<file path="src/rtl/png_crc_pkg.sv">
// rtl/png_crc_pkg.sv - constants, state encoding and bit-reverse helpers for the PNG CRC-32 path
package png_crc_pkg;

  localparam logic [31:0] CRC_POLY_NRM = 32'h04C1_1DB7;
  localparam logic [31:0] CRC_INIT     = 32'hFFFF_FFFF;
  localparam logic [31:0] CRC_XOROUT   = 32'hFFFF_FFFF;

  localparam logic [1:0] ST_IDLE     = 2'd0;
  localparam logic [1:0] ST_ACTV     = 2'd1;
  localparam logic [1:0] ST_PROC     = 2'd2;
  localparam logic [1:0] ST_WAIT_CRC = 2'd3;

  typedef enum logic [1:0] {
    IDLE     = ST_IDLE,
    ACTV     = ST_ACTV,
    PROC     = ST_PROC,
    WAIT_CRC = ST_WAIT_CRC
  } crc_state_e;

  function automatic logic [7:0] bitrev8(input logic [7:0] v);
    logic [7:0] r;
    for (int i = 0; i < 8; i++) r[i] = v[7-i];
    return r;
  endfunction

  function automatic logic [31:0] bitrev32(input logic [31:0] v);
    logic [31:0] r;
    for (int i = 0; i < 32; i++) r[i] = v[31-i];
    return r;
  endfunction

endpackage

</file>
<file path="src/rtl/crc32_byte_step.sv">
// rtl/crc32_byte_step.sv - combinational 8-step MSB-first CRC-32 LFSR over one normal-order byte
module crc32_byte_step
  import png_crc_pkg::*;
(
  input  logic [31:0] crc_cur_i,
  input  logic [7:0]  byte_nrm_i,
  output logic [31:0] crc_nxt_o
);

  logic [31:0] c;

  always_comb begin
    c = crc_cur_i ^ {byte_nrm_i, 24'h0};
    for (int i = 0; i < 8; i++) begin
      c = c[31] ? ((c << 1) ^ CRC_POLY_NRM) : (c << 1);
    end
    crc_nxt_o = c;
  end

endmodule

</file>
<file path="config.mk">
export PLATFORM = sky130hd
export DESIGN_NAME = crc32_byte_step
export DESIGN_NICKNAME = d
export VERILOG_FILES = /design/src/rtl/png_crc_pkg.sv /design/src/rtl/crc32_byte_step.sv
export SDC_FILE = /design/constraint.sdc
export NUM_CORES = 1
export LEC_CHECK = 0
export ABC_AREA = 1
export CELL_PAD_IN_SITES_DETAIL_PLACEMENT = 0
export CELL_PAD_IN_SITES_GLOBAL_PLACEMENT = 1
export CORE_MARGIN = 5
export CORE_UTILIZATION = 27
export DETAILED_ROUTE_END_ITERATION = 8
export PLACE_DENSITY_LB_ADDON = 0.12
export SLEW_MARGIN = 30
export SYNTH_ARGS = -nofsm -noshare
export SYNTH_HDL_FRONTEND = slang
export SYNTH_SLANG_ARGS = --single-unit
</file>
<file path="constraint.sdc">
create_clock -name vclk -period 2.66
set_clock_uncertainty 0.05 [all_clocks]
set_input_delay 0.266 -clock vclk [all_inputs]
set_output_delay 0.266 -clock vclk [all_outputs]
set_load 0.05 [all_outputs]
</file>
==> results of run 1 <==
[metrics by stage]
step	std cells	hold slack, ns	utilization
2_1_floorplan	217	0.754	-
3_3_place_gp	341	1.20	0.517
3_5_place_dp	341	1.21	0.517
4_1_cts	341	1.21	0.517
5_1_grt	341	1.21	0.517
6_report	341	1.20	0.517
[layer usage]
layer  global-route usage  up-vias  routed length, um
li1                     -      788                  -
met1                0.156      637               1590
met2                0.209       35               1780
met3               0.0269        0                296
met4                    0        0                  0
met5                    0        -                  0
[power by group through the flow]
| stage | combinational, mW | sequential, mW | clock, mW |
|---|---|---|---|
| after floorplan | 0.714 | 0 | 0 |
| after global placement | 1.33 | 0 | 0 |
| after detailed placement | 1.33 | 0 | 0 |
| after CTS | 1.33 | 0 | 0 |
| after global routing | 1.39 | 0 | 0 |
| final | 1.32 | 0 | 0 |
[critical path: stages]
cell                              delay (ns)
sky130_fd_sc_hd__clkdlybuf4s50_1        0.50
sky130_fd_sc_hd__inv_1                  0.07
sky130_fd_sc_hd__nand2_1                0.07
sky130_fd_sc_hd__nand2_2                0.09
sky130_fd_sc_hd__xor2_1                 0.15
sky130_fd_sc_hd__clkdlybuf4s50_1        0.82
[synthesized netlist by cell type]
cell	n	area [um^2]
sky130_fd_sc_hd__xor2_2	2	32.5
sky130_fd_sc_hd__nor2_1	2	7.51
sky130_fd_sc_hd__inv_4	1	6.26
sky130_fd_sc_hd__nand3_2	1	10.0
sky130_fd_sc_hd__nand2_4	7	78.8
sky130_fd_sc_hd__nand2_1	89	334
sky130_fd_sc_hd__xnor2_1	13	114
sky130_fd_sc_hd__nand3_1	15	75.1
sky130_fd_sc_hd__xor2_1	29	254
sky130_fd_sc_hd__inv_1	27	101
sky130_fd_sc_hd__a21oi_1	1	5.00
sky130_fd_sc_hd__inv_2	2	7.51
sky130_fd_sc_hd__nand2_2	25	156
sky130_fd_sc_hd__nand2_8	1	20.0
sky130_fd_sc_hd__xnor2_2	1	16.3
sky130_fd_sc_hd__o21ai_0	1	5.00
[worst min path at each step]
stage / start / endpoint / slack [ns] / cells after the start
floorplan: crc_cur_i[12] / crc_nxt_o[20] / 0.75 / 1
global placement: crc_cur_i[16] / crc_nxt_o[24] / 1.20 / 3
detailed placement: crc_cur_i[16] / crc_nxt_o[24] / 1.21 / 3
CTS: crc_cur_i[16] / crc_nxt_o[24] / 1.21 / 3
global route: crc_cur_i[16] / crc_nxt_o[24] / 1.21 / 3
finish: crc_cur_i[16] / crc_nxt_o[24] / 1.20 / 3
[cell families after synthesis]
logic type / Yosys count / synth area share
xor+xnor: 45 / 0.340
buf+inv: 30 / 0.0941
simple gates: 140 / 0.557
compound gates: 2 / 0.00817
[layout make-up]
cell class / count / area [um^2] / area share
Multi-Input combinational cell: 187 / 1110 / 0.490
Timing Repair Buffer: 72 / 976 / 0.431
Inverter: 30 / 115 / 0.0508
Tap cell: 52 / 65.1 / 0.0287
==> Flow_metrics.wiki, run 1 <==
{| class="wikitable"
! Metric !! Value
|-
| Outcome || completed
|-
| Net total in the final layout || 331
|-
| DIE AREA || 0.00598 mm^2
|-
| Worst slack after detailed placement || 0.376 ns
|-
| Chip width || 77.3 um
|-
| Tot Pwr || around 1.3 mW
|-
| Proportion of layout cells with a drive suffix above 1 || 0.235
|-
| Max_cap viols || 0
|-
| Setup repair after global routing missed its margin || false
|-
| Number of sequential cells in the layout || 0
|-
| Setup ws final || 0.390 ns
|-
| Area growth from synthesis to layout || 85.1%
|-
| DIE HEIGHT || 77.3 um
|-
| Total vias in the final route || 1460
|-
| Total Negative Setup Slacks || 0 ns
|-
| Leak Pwr || roughly 1.2 nW
|-
| Ratio of final minimum period to clock period || 0.854
|-
| Worst hold path type || input port to primary output
|-
| Commonest non-fill, non-tap cell in the layout || sky130_fd_sc_hd__nand2_1
|-
| HPWL Detailed || 3220 um
|-
| Power Density || 582 mW/mm^2
|-
| Number of synthesis warnings || 0
|-
| Worst endpoint required time || around 2.3 ns
|-
| Initial core utilization || 0.279
|-
| Share of power burned in registers || 0
|-
| Global router's overall resource usage || 0.118
|-
| Wire length per cell || 10.7 um
|-
| Slew Limit Headroom || 0.667
|-
| Mean Syn Cell Area || 5.64 um^2
|-
| Sort of element at the end of the critical path || primary output
|-
| Post-Route WL || 3670 um
|-
| CLK BUF || 0
|-
| Highest clock rate || 0.440 GHz
|-
| Slew at the pin closest to its max-slew limit || 0.497 ns
|-
| Clk pwr share || 0
|-
| Start point of the critical path || crc_cur_i[29]
|-
| VDD IR max || 274 uV
|-
| First drt pass iteration count || 4
|-
| Relative contribution of combinational cells to total power || 1.000
|-
| # Post-CTS Setup Buffers || 0
|-
| Number of antenna violations at the first check in global routing || 0
|-
| Data arrival time of the worst path || 1.95 ns
|-
| Number of max-slew violations in the final report || 0
|-
| Total of endpoints with negative setup slack in the final report || 0
|-
| Worst setup path class || input port to primary output
|-
| Initial detailed-routing violation count || 47
|-
| Placer congestion estimate || 0.701
|-
| Synth unique cells || 16
|-
| Register Area || 0 um^2
|-
| Capture point of the critical path || crc_nxt_o[31]
|-
| Worst setup SP type || input port
|-
| Count of cells resized by post-cts repair || 0
|-
| Commonest cells after routing, fill and taps aside || 89 x sky130_fd_sc_hd__nand2_1, 44 x sky130_fd_sc_hd__clkdlybuf4s50_1, 29 x sky130_fd_sc_hd__xor2_1, 27 x sky130_fd_sc_hd__inv_1, 26 x sky130_fd_sc_hd__buf_12
|-
| Post-CTS Hold Fix Bufs || 0
|-
| Floorplan Core Area || approximately 0.0044 mm^2
|-
| Total cell area at the placement stage || 0.00226 mm^2
|-
| Total congestion overflow after global routing || 0
|-
| DRC errors left || 0
|-
| Number of nets produced by synthesis || between 200 and 300
|-
| Net Switching || 741 uW
|-
| Share of total power consumed by net switching || 0.562
|-
| Post-Layout Inst Area || between 0.002 and 0.0025 mm^2
|-
| Vias in the first global route || 1318
|-
| Hold violation total from the final report || 0
|-
| Remaining antenna violation count after routing || 0
|-
| # IOs || roughly 70
|-
| Netlist area before placement || around 0.0012 mm^2
|-
| Maximum number of pins on one net before global-route repair || 11
|-
| Critical path peak fanout || 5
|-
| Number of core rows || 24
|-
| Number of I/O port buffers || 72
|-
| Synthesized netlist cell count || around 220
|-
| Design internal power || between 500 and 600 uW
|-
| First-pass GRT wire length || 6070 um
|-
| Proportion of synthesized chip area in sequential cells || 0
|-
| Antenna diodes || 0
|-
| Final-layout fill cell count || ~460
|-
| Vias per inst || 4.28
|-
| Minimum clock period after layout || 2.27 ns
|}
(Power assumes the default switching activity.)
==> inputs of run 2 (changes only) <==
Settings changed: CORE_UTILIZATION 27 to 47, DONT_BUFFER_PORTS from default to 1.
==> Flow_metrics.wiki, run 2 (same netlist as run 1, synthesis figures left out) <==
{| class="wikitable"
! Metric !! Value
|-
| Design internal power || 231 uW (-60%)
|-
| Power Density || 625 mW/mm^2 (+7.5%)
|-
| Number of buffers and inverters on the critical path || 2 (-1)
|-
| Data arrival time of the worst path || 1.76 ns (-0.19 ns)
|-
| Wire length per cell || 11.9 um (+11%)
|-
| Net Switching || 656 uW (-11%)
|-
| DIE HEIGHT || 61.0 um (-21%)
|-
| Relative contribution of combinational cells to total power || 1.000 (about the same)
|-
| Total Negative Setup Slacks || 0 ns (unchanged)
|-
| Total of endpoints with negative setup slack in the final report || 0 (unchanged)
|-
| Remaining antenna violation count after routing || 0 (unchanged)
|-
| Worst endpoint required time || 2.34 ns (about the same)
|-
| Total congestion overflow after global routing || 0 (unchanged)
|-
| Number of core rows || 18 (-25%)
|-
| Placer congestion estimate || 0.757 (+8.0%)
|-
| Highest clock rate || 0.482 GHz (+9.5%)
|-
| Max_cap viols || 0 (unchanged)
|-
| Slew at the pin closest to its max-slew limit || 0.488 ns (-0.00970 ns)
|-
| Non-filler instance count after layout || 268 (-21%)
|-
| Number of I/O port buffers || 0 (-100%)
|-
| Initial core utilization || 0.494 (+0.215)
|-
| Share of power burned in registers || 0 (unchanged)
|-
| Commonest non-fill, non-tap cell in the layout || sky130_fd_sc_hd__nand2_1
|-
| Number of antenna violations at the first check in global routing || 0 (unchanged)
|-
| Placed instance count || 268 (-21%)
|-
| Number of max-slew violations in the final report || 0 (unchanged)
|-
| Outcome || completed
|-
| Cell family with most CP delay || simple AND/OR/NAND/NOR gates
|-
| VDD IR max || 409 uV (+50%)
|-
| Vias per inst || 4.81 (+12%)
|-
| Critical path peak fanout || 6 (+1)
|-
| Hold violation total from the final report || 0 (unchanged)
|-
| Chip width || 61.0 um (-21%)
|-
| WHS || 0.707 ns (-0.495 ns)
|-
| Area growth from synthesis to layout || 16.0%
|-
| First drt pass iteration count || 4 (unchanged)
|-
| Max incr delay on CP || 0.32 ns (-0.50 ns)
|-
| Number of sequential cells in the layout || 0 (unchanged)
|-
| Worst hold path type || input port to primary output
|-
| Register Area || 0 um^2 (unchanged)
|-
| Ratio of final minimum period to clock period || 0.780 (-0.0738)
|-
| Setup ws final || 0.586 ns (+0.196 ns)
|-
| DRC errors left || 0 (unchanged)
|-
| Post-CTS Hold Fix Bufs || 0 (unchanged)
|-
| Final-layout fill cell count || 249 (-46%)
|-
| Total cell area at the placement stage || 0.00142 mm^2 (-37%)
|-
| Floorplan Core Area || 0.00248 mm^2 (-43%)
|-
| # Post-CTS Setup Buffers || 0 (unchanged)
|-
| Sort of element at the end of the critical path || primary output
|-
| DIE AREA || 0.00372 mm^2 (-38%)
|-
| HPWL Detailed || 2740 um (-15%)
|-
| Vias in the first global route || 1255 (-4.8%)
|-
| Count of cells resized by post-cts repair || 0 (unchanged)
|-
| Proportion of layout cells with a drive suffix above 1 || 0.256 (+0.0210)
|-
| Total vias in the final route || 1288 (-12%)
|-
| Leak Pwr || 0.851 nW (-28%)
|-
| Net total in the final layout || 280 (-15%)
|-
| Most used cell along the critical path || sky130_fd_sc_hd__nand2_1
|-
| Share of total power consumed by net switching || 0.739 (+0.177)
|-
| Worst setup path class || input port to primary output
|-
| Slowest stage cell on the critical path || sky130_fd_sc_hd__inv_1
|-
| # IOs || 72 (unchanged)
|-
| Post-Route WL || 3190 um (-13%)
|-
| Initial detailed-routing violation count || 30 (-36%)
|-
| Minimum clock period after layout || 2.07 ns (-0.196 ns)
|-
| First-pass GRT wire length || 5230 um (-14%)
|-
| Critical Path, Cell by Cell || inv_1 > nand2_1 > nand2_2 > nand2_1 > nand2_2 > nand2_1 > nand2_2 > nand3_1 > nand2_1 > inv_1
|-
| Slew Limit Headroom || 0.674 (+0.00672)
|-
| Commonest cells after routing, fill and taps aside || 89 x sky130_fd_sc_hd__nand2_1, 29 x sky130_fd_sc_hd__xor2_1, 27 x sky130_fd_sc_hd__inv_1, 25 x sky130_fd_sc_hd__nand2_2, 21 x sky130_fd_sc_hd__buf_4
|-
| Clk pwr share || 0 (unchanged)
|-
| Antenna diodes || 0 (unchanged)
|-
| Global router's overall resource usage || 0.175 (+0.0566)
|-
| Maximum number of pins on one net before global-route repair || 11 (unchanged)
|-
| Post-Layout Inst Area || 0.00142 mm^2 (-37%)
|-
| Worst setup SP type || input port
|-
| Setup repair after global routing missed its margin || false
|-
| Worst slack after detailed placement || 0.578 ns (+0.201 ns)
|-
| CLK BUF || 0 (unchanged)
|}
-- run 2: cell types whose count changed in the layout (fill, tap and decap cells not counted) --
cell,delta
sky130_fd_sc_hd__clkdlybuf4s50_1,-44
sky130_fd_sc_hd__buf_4,+19
sky130_fd_sc_hd__buf_12,-26
-- run 2: layout make-up --
cell class                 instances  area (um^2)  area share
multi-input combinational        187         1110       0.781
timing repair buffer              21          158       0.111
tap                               30         37.5      0.0265
inverter                          30          115      0.0811
-- run 2: worst paths after layout --
| kind | cells past startpoint | from | end | slack (ns) |
|---|---|---|---|---|
| max | 10 | crc_cur_i[30] | crc_nxt_o[11] | 0.59 |
| min | 2 | crc_cur_i[13] | crc_nxt_o[21] | 0.71 |
-- run 2: through the flow --
stage               power [mW]  utilization
finish                   0.887        0.573
global route             0.945        0.573
CTS                      0.892        0.573
floorplan                0.714            -
global placement         0.881        0.573
detailed placement       0.890        0.573
-- run 2: power groups by stage --
stage	Combinational, mW	Sequential, mW	Clock, mW
floorplan	0.714	0	0
global placement	0.881	0	0
detailed placement	0.890	0	0
CTS	0.892	0	0
global route	0.945	0	0
finish	0.887	0	0
-- run 2: per-layer routing --
layer | wire (um) | up-vias | track usage
met3 | 308 | 0 | 0.0252
met1 | 1310 | 554 | 0.217
met5 | 0 | - | 0
met4 | 0 | 0 | 0.00310
li1 | - | 684 | -
met2 | 1570 | 50 | 0.335
